`src/rtl/step_sequencer_pkg.sv`:
```
// Shared state encoding and default timing for the step/dir sequencer axes.
package step_sequencer_pkg;

  typedef enum logic [1:0] {
    StIdle  = 2'd0,
    StSetup = 2'd1,
    StHigh  = 2'd2,
    StLow   = 2'd3
  } seq_state_e;

  // 25 MHz clock: 1 us dir setup, 2 us high, 2 us low.
  localparam int unsigned DefDirSetupCyc  = 25;
  localparam int unsigned DefPulseHighCyc = 50;
  localparam int unsigned DefPulseLowCyc  = 50;
  localparam int unsigned DefPendW        = 8;

  function automatic int unsigned max3(input int unsigned a, input int unsigned b,
                                       input int unsigned c);
    int unsigned m;
    m = (a > b) ? a : b;
    return (m > c) ? m : c;
  endfunction

  function automatic int unsigned timer_width(input int unsigned max_cyc);
    return (max_cyc < 2) ? 1 : $clog2(max_cyc);
  endfunction

endpackage

```
`src/rtl/step_sequencer_pulse_timer.sv`:
```
// Loadable down-counter; done is high while the count sits at zero.
module step_sequencer_pulse_timer #(
  parameter int unsigned Width = 8
) (
  input  logic             clk,
  input  logic             rst_n,
  input  logic             load,
  input  logic [Width-1:0] load_val,
  output logic             done
);

  logic [Width-1:0] count_q;

  always_ff @(posedge clk or negedge rst_n) begin
    if (!rst_n) begin
      count_q <= '0;
    end else if (load) begin
      count_q <= load_val;
    end else if (count_q != '0) begin
      count_q <= count_q - 1'b1;
    end
  end

  assign done = (count_q == '0);

endmodule

```
`src/rtl/step_sequencer.sv`:
```
// Accumulates signed step requests and replays them as driver-legal step/dir waveforms.
module step_sequencer
  import step_sequencer_pkg::*;
#(
  parameter int unsigned DIR_SETUP_CYC  = DefDirSetupCyc,
  parameter int unsigned PULSE_HIGH_CYC = DefPulseHighCyc,
  parameter int unsigned PULSE_LOW_CYC  = DefPulseLowCyc,
  parameter int unsigned PEND_W         = DefPendW
) (
  input  logic              clk,
  input  logic              rst_n,
  input  logic              enable,
  input  logic              step_req,
  input  logic              step_dir,
  input  logic              flush,
  input  logic              clear_ovf,
  output logic              step_out,
  output logic              dir_out,
  output logic              busy,
  output logic [PEND_W-1:0] pending,
  output logic              overflow
);

  localparam int unsigned TimerW =
      timer_width(max3(DIR_SETUP_CYC, PULSE_HIGH_CYC, PULSE_LOW_CYC));
  // Timer counts down to zero, so each state lasts load value + 1 cycles.
  localparam logic [TimerW-1:0] SetupLoad = TimerW'(DIR_SETUP_CYC - 1);
  localparam logic [TimerW-1:0] HighLoad  = TimerW'(PULSE_HIGH_CYC - 1);
  localparam logic [TimerW-1:0] LowLoad   = TimerW'(PULSE_LOW_CYC - 1);

  localparam logic signed [PEND_W:0] One      = (PEND_W + 1)'(1);
  localparam logic signed [PEND_W:0] MinusOne = (PEND_W + 1)'(-1);
  localparam logic signed [PEND_W:0] PendMax  = (PEND_W + 1)'(2 ** (PEND_W - 1) - 1);
  localparam logic signed [PEND_W:0] PendMin  = -PendMax;

  seq_state_e        state_q, state_d;
  logic [PEND_W-1:0] pending_q, pending_d;
  logic              ovf_q, ovf_d;
  logic              dir_d, step_d;
  logic              tmr_load, tmr_done;
  logic [TimerW-1:0] tmr_val;
  logic              cons_fwd, cons_rev;
  logic              pend_nz, want_fwd;

  assign pend_nz  = (pending_q != '0);
  assign want_fwd = ~pending_q[PEND_W-1];

  step_sequencer_pulse_timer #(
    .Width(TimerW)
  ) u_timer (
    .clk     (clk),
    .rst_n   (rst_n),
    .load    (tmr_load),
    .load_val(tmr_val),
    .done    (tmr_done)
  );

  always_comb begin
    state_d  = state_q;
    dir_d    = dir_out;
    step_d   = step_out;
    tmr_load = 1'b0;
    tmr_val  = '0;
    cons_fwd = 1'b0;
    cons_rev = 1'b0;
    unique case (state_q)
      StIdle: begin
        if (enable && pend_nz && !flush) begin
          tmr_load = 1'b1;
          if (dir_out == want_fwd) begin
            state_d  = StHigh;
            step_d   = 1'b1;
            tmr_val  = HighLoad;
            cons_fwd = want_fwd;
            cons_rev = ~want_fwd;
          end else begin
            state_d = StSetup;
            dir_d   = want_fwd;
            tmr_val = SetupLoad;
          end
        end
      end
      StSetup: begin
        if (!enable || flush) begin
          state_d = StIdle;
        end else if (tmr_done) begin
          if (!pend_nz) begin
            state_d = StIdle;
          end else if (dir_out != want_fwd) begin
            // Requests reversed the sign while settling: restart setup the other way.
            dir_d    = want_fwd;
            tmr_load = 1'b1;
            tmr_val  = SetupLoad;
          end else begin
            state_d  = StHigh;
            step_d   = 1'b1;
            tmr_load = 1'b1;
            tmr_val  = HighLoad;
            cons_fwd = want_fwd;
            cons_rev = ~want_fwd;
          end
        end
      end
      StHigh: begin
        if (tmr_done) begin
          state_d  = StLow;
          step_d   = 1'b0;
          tmr_load = 1'b1;
          tmr_val  = LowLoad;
        end
      end
      StLow: begin
        if (tmr_done) begin
          state_d = StIdle;
        end
      end
      default: state_d = StIdle;
    endcase
  end

  logic signed [PEND_W:0] pend_ext, cons_delta, req_delta, base_sum, full_sum;
  logic                   req_act, drop;

  always_comb begin
    req_act    = step_req && !flush;
    pend_ext   = {pending_q[PEND_W-1], pending_q};
    cons_delta = cons_fwd ? MinusOne : (cons_rev ? One : '0);
    req_delta  = !req_act ? '0 : (step_dir ? One : MinusOne);
    base_sum   = pend_ext + cons_delta;
    full_sum   = base_sum + req_delta;
    // Consume always moves toward zero, so only the request can push past the limit.
    drop       = req_act && ((full_sum > PendMax) || (full_sum < PendMin));
    if (flush) begin
      pending_d = '0;
    end else if (drop) begin
      pending_d = base_sum[PEND_W-1:0];
    end else begin
      pending_d = full_sum[PEND_W-1:0];
    end
    if (drop) begin
      ovf_d = 1'b1;
    end else if (clear_ovf) begin
      ovf_d = 1'b0;
    end else begin
      ovf_d = ovf_q;
    end
  end

  always_ff @(posedge clk or negedge rst_n) begin
    if (!rst_n) begin
      state_q   <= StIdle;
      step_out  <= 1'b0;
      dir_out   <= 1'b0;
      pending_q <= '0;
      ovf_q     <= 1'b0;
    end else begin
      state_q   <= state_d;
      step_out  <= step_d;
      dir_out   <= dir_d;
      pending_q <= pending_d;
      ovf_q     <= ovf_d;
    end
  end

  assign busy     = (state_q != StIdle);
  assign pending  = pending_q;
  assign overflow = ovf_q;

endmodule

```
`config.mk`:
```
export PLATFORM = sky130hd
export DESIGN_NAME = step_sequencer
export DESIGN_NICKNAME = d
export VERILOG_FILES = /design/src/rtl/step_sequencer_pkg.sv /design/src/rtl/step_sequencer_pulse_timer.sv /design/src/rtl/step_sequencer.sv
export SDC_FILE = /design/constraint.sdc
export NUM_CORES = 1
export LEC_CHECK = 0
export CORE_MARGIN = 1
export CORE_UTILIZATION = 30
export DETAILED_ROUTE_END_ITERATION = 8
export PLACE_DENSITY = 0.46
export SLEW_MARGIN = 15
export SYNTH_ARGS = -nofsm -noshare
export SYNTH_HDL_FRONTEND = slang
export SYNTH_SLANG_ARGS = --single-unit
```
`constraint.sdc`:
```
create_clock -name clk -period 9.55 [get_ports clk]
set_input_delay 1.4325 -clock clk [delete_from_list [all_inputs] [get_ports clk]]
set_output_delay 1.4325 -clock clk [all_outputs]
set_load 0.005 [all_outputs]
```
# Word-level counts from Yosys, hierarchy flattened
# Cells that the tools add are included.
dict set report totals {
  ff_bits 19
  in_bits 7
  word_cells 111
  output_inout_bits 12
}
dict set report op_classes {
  bitwise_logic 1
  add_sub_neg 3
  order_cmp 2
  reduce_logical 20
  muxes 62
  n_eq_ne 17
}
# cell n
set op_table {}
lappend op_table {{2-to-1 mux 6 bit} 9}
lappend op_table {{2-to-1 mux 1 bit} 33}
lappend op_table {{2-to-1 mux 9 bit} 3}
lappend op_table {{!= test 2 bit (second input constant)} 10}
lappend op_table {{case mux 6 bit (3 select lines)} 1}
lappend op_table {{2-to-1 mux 2 bit} 8}
lappend op_table {{2-to-1 mux 8 bit} 2}
lappend op_table {{adder 8 x 9 -> 9 bit} 1}
lappend op_table {{adder 9 bit} 1}
lappend op_table {{> comparator 9 x 8 -> 1 bit (second input constant)} 1}
lappend op_table {{less-than comparator 9 x 8 -> 1 bit (second input constant)} 1}
lappend op_table {{case mux 2 bit (4 select lines)} 1}
lappend op_table {{AND reduction 8 bit} 1}
lappend op_table {{nonzero test 2 bit} 4}
lappend op_table {{nonzero test 8 bit} 1}
lappend op_table {{AND reduction 7 bit} 1}
lappend op_table {{logical NOT 6 bit} 1}
lappend op_table {{case mux 1 bit (2 select lines)} 3}
lappend op_table {{case mux 1 bit (3 select lines)} 2}
lappend op_table {{nonzero test 6 bit} 1}
lappend op_table {{subtractor 6 x 1 -> 6 bit (second input constant)} 1}
lappend op_table {{AND reduction 5 bit} 1}
lappend op_table {{equality test 2 bit (second input constant)} 2}
lappend op_table {{logical AND 1 bit} 4}
lappend op_table {{10 further kinds} 12}

# Depth between registers and ports, before layout
dict set report logic_depth {
  depth_word 16
  mapped_depth 22
  ltp_nobuf 21
}

# Modules after synthesis
# A second synthesis with hierarchy kept.
dict set report unflattened {
  hier_cells 225
  area_unflattened_um2 2058.2
}
# mod seq_area_each_um2 cells_each n_inst area_each_um2
set by_module_without_submodules {}
lappend by_module_without_submodules {step_sequencer 325.3 185 1 1657.8}
lappend by_module_without_submodules {step_sequencer_pulse_timer 150.1 40 1 400.4}

# Worst setup path before layout
# Ideal clock, no wire load.
dict set report synth_path {
  path_type {input port to flip-flop}
  from {in flush}
  to {reg pending_q[2] (netlist: pending[2])}
  required_time_ns 9.471
  slack_ns 3.721
  n_path_buf 0
  t_arrival_ns 5.749
  stages 19
  setup_time_ns 0.079
  cell_sequence {nand2b_1 a211o_1 a21oi_1 and2_1 ha_1 a21o_1 a21oi_1 nor2_1 o21a_1 o41ai_1 xor2_1 inv_1 ha_1 or3_1 o221a_2 o211a_1 or2_4 a2111oi_4 mux2i_1}
}
dict set report synth_between {
  elab_chain_len 13
  word_cells_on_any_way 21
  cone_classes {add/sub (2); order compare (2); mux (11); reduce/logical (6)}
}
# element line
set synth_lines {}
lappend synth_lines {{start, declared} step_sequencer.sv:15} ;# input logic flush,
lappend synth_lines {{logical NOT 1 bit} {step_sequencer.sv:68, step_sequencer.sv:125}}
lappend synth_lines {{logical AND 1 bit} step_sequencer.sv:68} ;# if (enable && pend_nz && !flush) begin
lappend synth_lines {{2-to-1 mux 1 bit} step_sequencer.sv:68}
lappend synth_lines {{case mux 1 bit (2 select lines)} step_sequencer.sv:66} ;# unique case (state_q)
lappend synth_lines {{2-to-1 mux 1 bit} step_sequencer.sv:127} ;# cons_delta = cons_fwd ? MinusOne : (cons_rev ? One : '0);
lappend synth_lines {{2-to-1 mux 9 bit} step_sequencer.sv:127}
lappend synth_lines {{adder 8 x 9 -> 9 bit} step_sequencer.sv:129} ;# base_sum = pend_ext + cons_delta;
lappend synth_lines {{adder 9 bit} step_sequencer.sv:130} ;# full_sum = base_sum + req_delta;
lappend synth_lines {{> comparator 9 x 8 -> 1 bit / less-than comparator 9 x 8 -> 1 bit (equally long branches)} step_sequencer.sv:132} ;# drop = req_act && ((full_sum > PendMax) || (full_sum < PendMin));
lappend synth_lines {{logical OR 1 bit} step_sequencer.sv:132}
lappend synth_lines {{logical AND 1 bit} step_sequencer.sv:132}
lappend synth_lines {{2-to-1 mux 8 bit} step_sequencer.sv:135} ;# end else if (drop) begin
lappend synth_lines {{2-to-1 mux 8 bit (*)} step_sequencer.sv:133} ;# if (flush) begin
lappend synth_lines {{net pending_d[2]} step_sequencer.sv:37} ;# logic [PEND_W-1:0] pending_q, pending_d;
lappend synth_lines {{end signal, assigned} step_sequencer.sv:160} ;# pending_q <= pending_d;
lappend synth_lines {{end, declared} step_sequencer.sv:37}
# Mark *: on every way through the listed nets, which the timed path passes. The rest lies on a longest branch.
# A chain may end at the register's enable or synchronous reset.

# Final worst setup path
# Ends and elaborated chain as after synthesis.

==> impl_metrics.json <==
{
  "worstPathRequired_ns": 9.73,
  "post-route-drc-count": 0,
  "drive_gt1_share_pct": 9.244,
  "grt_pass1_wl_um": 8211,
  "cp_max_fo": 8,
  "ys.flop_type": "dfrtp_1",
  "ir_worst_vdd_uv": 126.8,
  "row_count": 28,
  "die_w_um": 81.99,
  "drt_first_pass_iters": 4,
  "max_cap_viol_count": 0,
  "min_to": "overflow$_DFFE_PN0P_",
  "fin_crit_ns": 6.747,
  "initialDrtViolationCount": 79,
  "hpwlAfterDp_um": 4054,
  "cts_tree": "yes",
  "final_util_pct": 36.83,
  "yosysSeqAreaShare_pct": 24.77,
  "yosys-top-cells-area": "dfrtp_1 (25%), ha_1 (13%), nor2_1 (4.1%)",
  "clock_sinks": 19,
  "clk_pin_slew_worst_paths_ns": 0.07,
  "cpPeakStageDelay_ns": 0.60,
  "syn_nets": 247,
  "synth_edf_count": 0,
  "fin_worst_skew_ns": 0.0008384,
  "initial_core_util_pct": 31.67,
  "vias": 1712,
  "final-setup-viol-count": 0,
  "relSlewSlack_pct": 39.33,
  "post_cts_resize_count": 0,
  "synth_area_leader_cell": "dfrtp_1",
  "grt_start_max_net_pins": 20,
  "numPortBuffers": 18,
  "r2r_start": "u_timer.count_q[0]$_DFFE_PN0P_",
  "criticalPathCategory": "primary input to register",
  "fin_crit_sh_pct": 70.65,
  "gp_congestion": 0.8425,
  "area.growth.synth_to_final_pct": 16.30,
  "ys_types": 61,
  "outcome": "completed",
  "coreArea_mm2": 0.006061,
  "critPathArrivalTime_ns": 6.93,
  "postRouteAntennaNets": 0,
  "ys_async_sr_fraction_pct": 100.0,
  "leakagePower_nw": 1.071,
  "cts_inserted_buffers": 3,
  "grt_use_total_pct": 16.14,
  "diodes": 0,
  "p_per_area_mw_per_mm2": 308.5,
  "slowest_stage": "clkdlybuf4s50_1",
  "worst_slew_pin_slew_ns": 0.9072,
  "startpoint_type": "primary input",
  "r2r_end": "pending[2]$_DFF_PN0_",
  "insertion_delay_ns": 0.26,
  "routed_wl_um": 5032,
  "tns_ns": 0,
  "post_cts_buffers": 0,
  "hold_viol_final": 0,
  "rsz0062_at_grt": "false",
  "overflow": 0,
  "grt_pass1_vias": 1681,
  "fmax_mhz": 148.2,
  "whs_path_depth": 1,
  "rrSetupSlack_ns": 3.85,
  "crit_chain": "clkdlybuf4s50_1 -> nand2b_1 -> a211o_1 -> a21oi_1 -> and2_1 -> ha_1 -> a21o_1 -> a21oi_1 -> nor2_1 -> o21a_1 -> o41ai_1 -> xor2_1 -> inv_1 -> ha_1 -> or3_1 -> o221a_2 -> o211a_1 -> or2_4 -> a2111oi_4 -> mux2i_1",
  "synth_top_area_share_pct": 24.77,
  "final_nets": 268,
  "drv_slew": 0,
  "cts_buffer_depth": 2,
  "netlist_area_mm2": 0.001919,
  "cts_hold_buffers": 0,
  "cp-end-kind": "register",
  "ys_warn_count": 0,
  "avgSynthCellArea_um2": 8.804,
  "ys_seq_elements": 19,
  "vias_per_cell": 5.470,
  "die_y_um": 81.99,
  "htree_levels": 1,
  "die_area_mm2": 0.006722,
  "hp-start": "overflow$_DFFE_PN0P_",
  "syn_inst": 218,
  "wire_per_inst_um": 16.08,
  "worstRegToRegCells": 21,
  "antenna_found_initial": 0,
  "cts-root-buf": "clkbuf_8",
  "io-pin-count": 19,
  "hold_path.class": "register to register"
}
## power breakdown
| group | leakage (nW) | total (mW) | switching, mW | internal [mW] |
|---|---|---|---|---|
| clock | 0.0255 | 0.0564 | 0.0274 | 0.0290 |
| combinational | 0.805 | 0.471 | 0.261 | 0.210 |
| sequential | 0.241 | 0.162 | 0.0438 | 0.118 |
## cell type report
class	count	area (um^2)
Clock inverter	1	5.005
Sequential cell	19	475.5
Multi-Input combinational cell	184	1384
Clock buffer	3	41.29
Timing Repair Buffer	19	187.7
Fill cell	612	3829
Tap cell	75	93.84
Inverter	12	45.04
## registers in the layout, summed over array words and instances (netlist names)
| name | count |
|---|---|
| overflow | 1 |
| u_timer.count_q | 6 |
| dir_out | 1 |
| step_out | 1 |
| pending | 8 |
| state_q | 2 |
## synth_stat cells (all sizes together) (2+ instances only)
cell     instances
or4              2
nor4             5
nor4b            2
a21o             7
a21oi           16
xor2             5
a22o             3
fa               2
ha              20
o21a             5
nand2b           5
inv             11
xnor2            7
a31oi            5
nand4            3
o22a             2
o211ai           5
nand3            4
and3             5
nor3             5
a211o            2
dfrtp           19
clkbuf           2
a2111oi          2
and2             4
nor3b            2
o21ai            6
nand2           14
a211oi           3
or2              5
nor2            21
## worst max-delay path, delay by kind of cell
kind	cells	cell delay [ns]
muxes	1	0.23
AOI/OAI and AO/OA	9	2.45
adders and majority gates	2	0.51
buffers and inverters	2	0.67
xor gates and xnor gates	1	0.27
and+or+nand+nor	5	1.35
## how the worst max path moves through the flow
stage / from / endpoint / slack [ns] / depth (start not counted)
after floorplan: flush / pending[2]$_DFF_PN0_ / 3.72 / 19
after global placement: flush / pending[2]$_DFF_PN0_ / 2.64 / 20
after detailed placement: flush / pending[2]$_DFF_PN0_ / 2.54 / 20
after CTS: flush / pending[2]$_DFF_PN0_ / 2.80 / 20
after global routing: flush / pending[2]$_DFF_PN0_ / 2.31 / 20
final: flush / pending[2]$_DFF_PN0_ / 2.80 / 20
## layout by cell type, fill, tap and decap left out, types with 3 or more instances in the layout
cell / count
o211ai_1: 5
a21o_1: 6
clkbuf_8: 3
nand3_1: 4
a31oi_1: 4
inv_1: 11
a21oi_1: 15
o21ai_0: 6
xor2_1: 5
a22o_1: 3
clkdlybuf4s50_1: 18
and3_1: 5
o21a_1: 5
nand2b_1: 5
and2_1: 4
nor4_1: 3
nand4_1: 3
xnor2_1: 7
nor2_1: 21
nor3_1: 4
nand2_1: 14
dfrtp_1: 19
ha_1: 20
## kinds of logic (layout without fill, tap and decap cells)
kind of cell               Yosys count  count (layout)  synth area share [%]
muxes                                1               1                0.5215
AOI/OAI and AO/OA                   70              70                 28.23
xor gates and xnor gates            12              12                 5.476
buffers and inverters               15              35                 3.129
and+or+nand+nor                     79              79                 22.75
adders and majority gates           22              22                 15.12
DFF                                 19              19                 24.77
## metal layers
layer / GRT usage [%] / vias up / part of all wire [%]
met5: 0 / - / 0
met1: 21.30 / 814 / 48
met3: 2.333 / 4 / 3.3
li1: - / 858 / -
met2: 27.93 / 36 / 48
met4: 2.807 / 0 / 0.95
## metrics by stage
| step | power (mW) | std cells | hold WS, ns | area, um^2 | setup slack, ns |
|---|---|---|---|---|---|
| 2_1_floorplan | 0.4825 | 218 | 0.4775 | 1919 | 3.721 |
| 3_3_place_gp | 0.6386 | 309 | 0.4949 | 2186 | 2.640 |
| 3_5_place_dp | 0.6290 | 309 | 0.4853 | 2186 | 2.540 |
| 4_1_cts | 0.6892 | 313 | 0.5025 | 2232 | 2.796 |
| 5_1_grt | 0.7509 | 313 | 0.5136 | 2232 | 2.314 |
| 6_report | 0.6887 | 313 | 0.4950 | 2232 | 2.803 |
(Power assumes the default switching activity.)
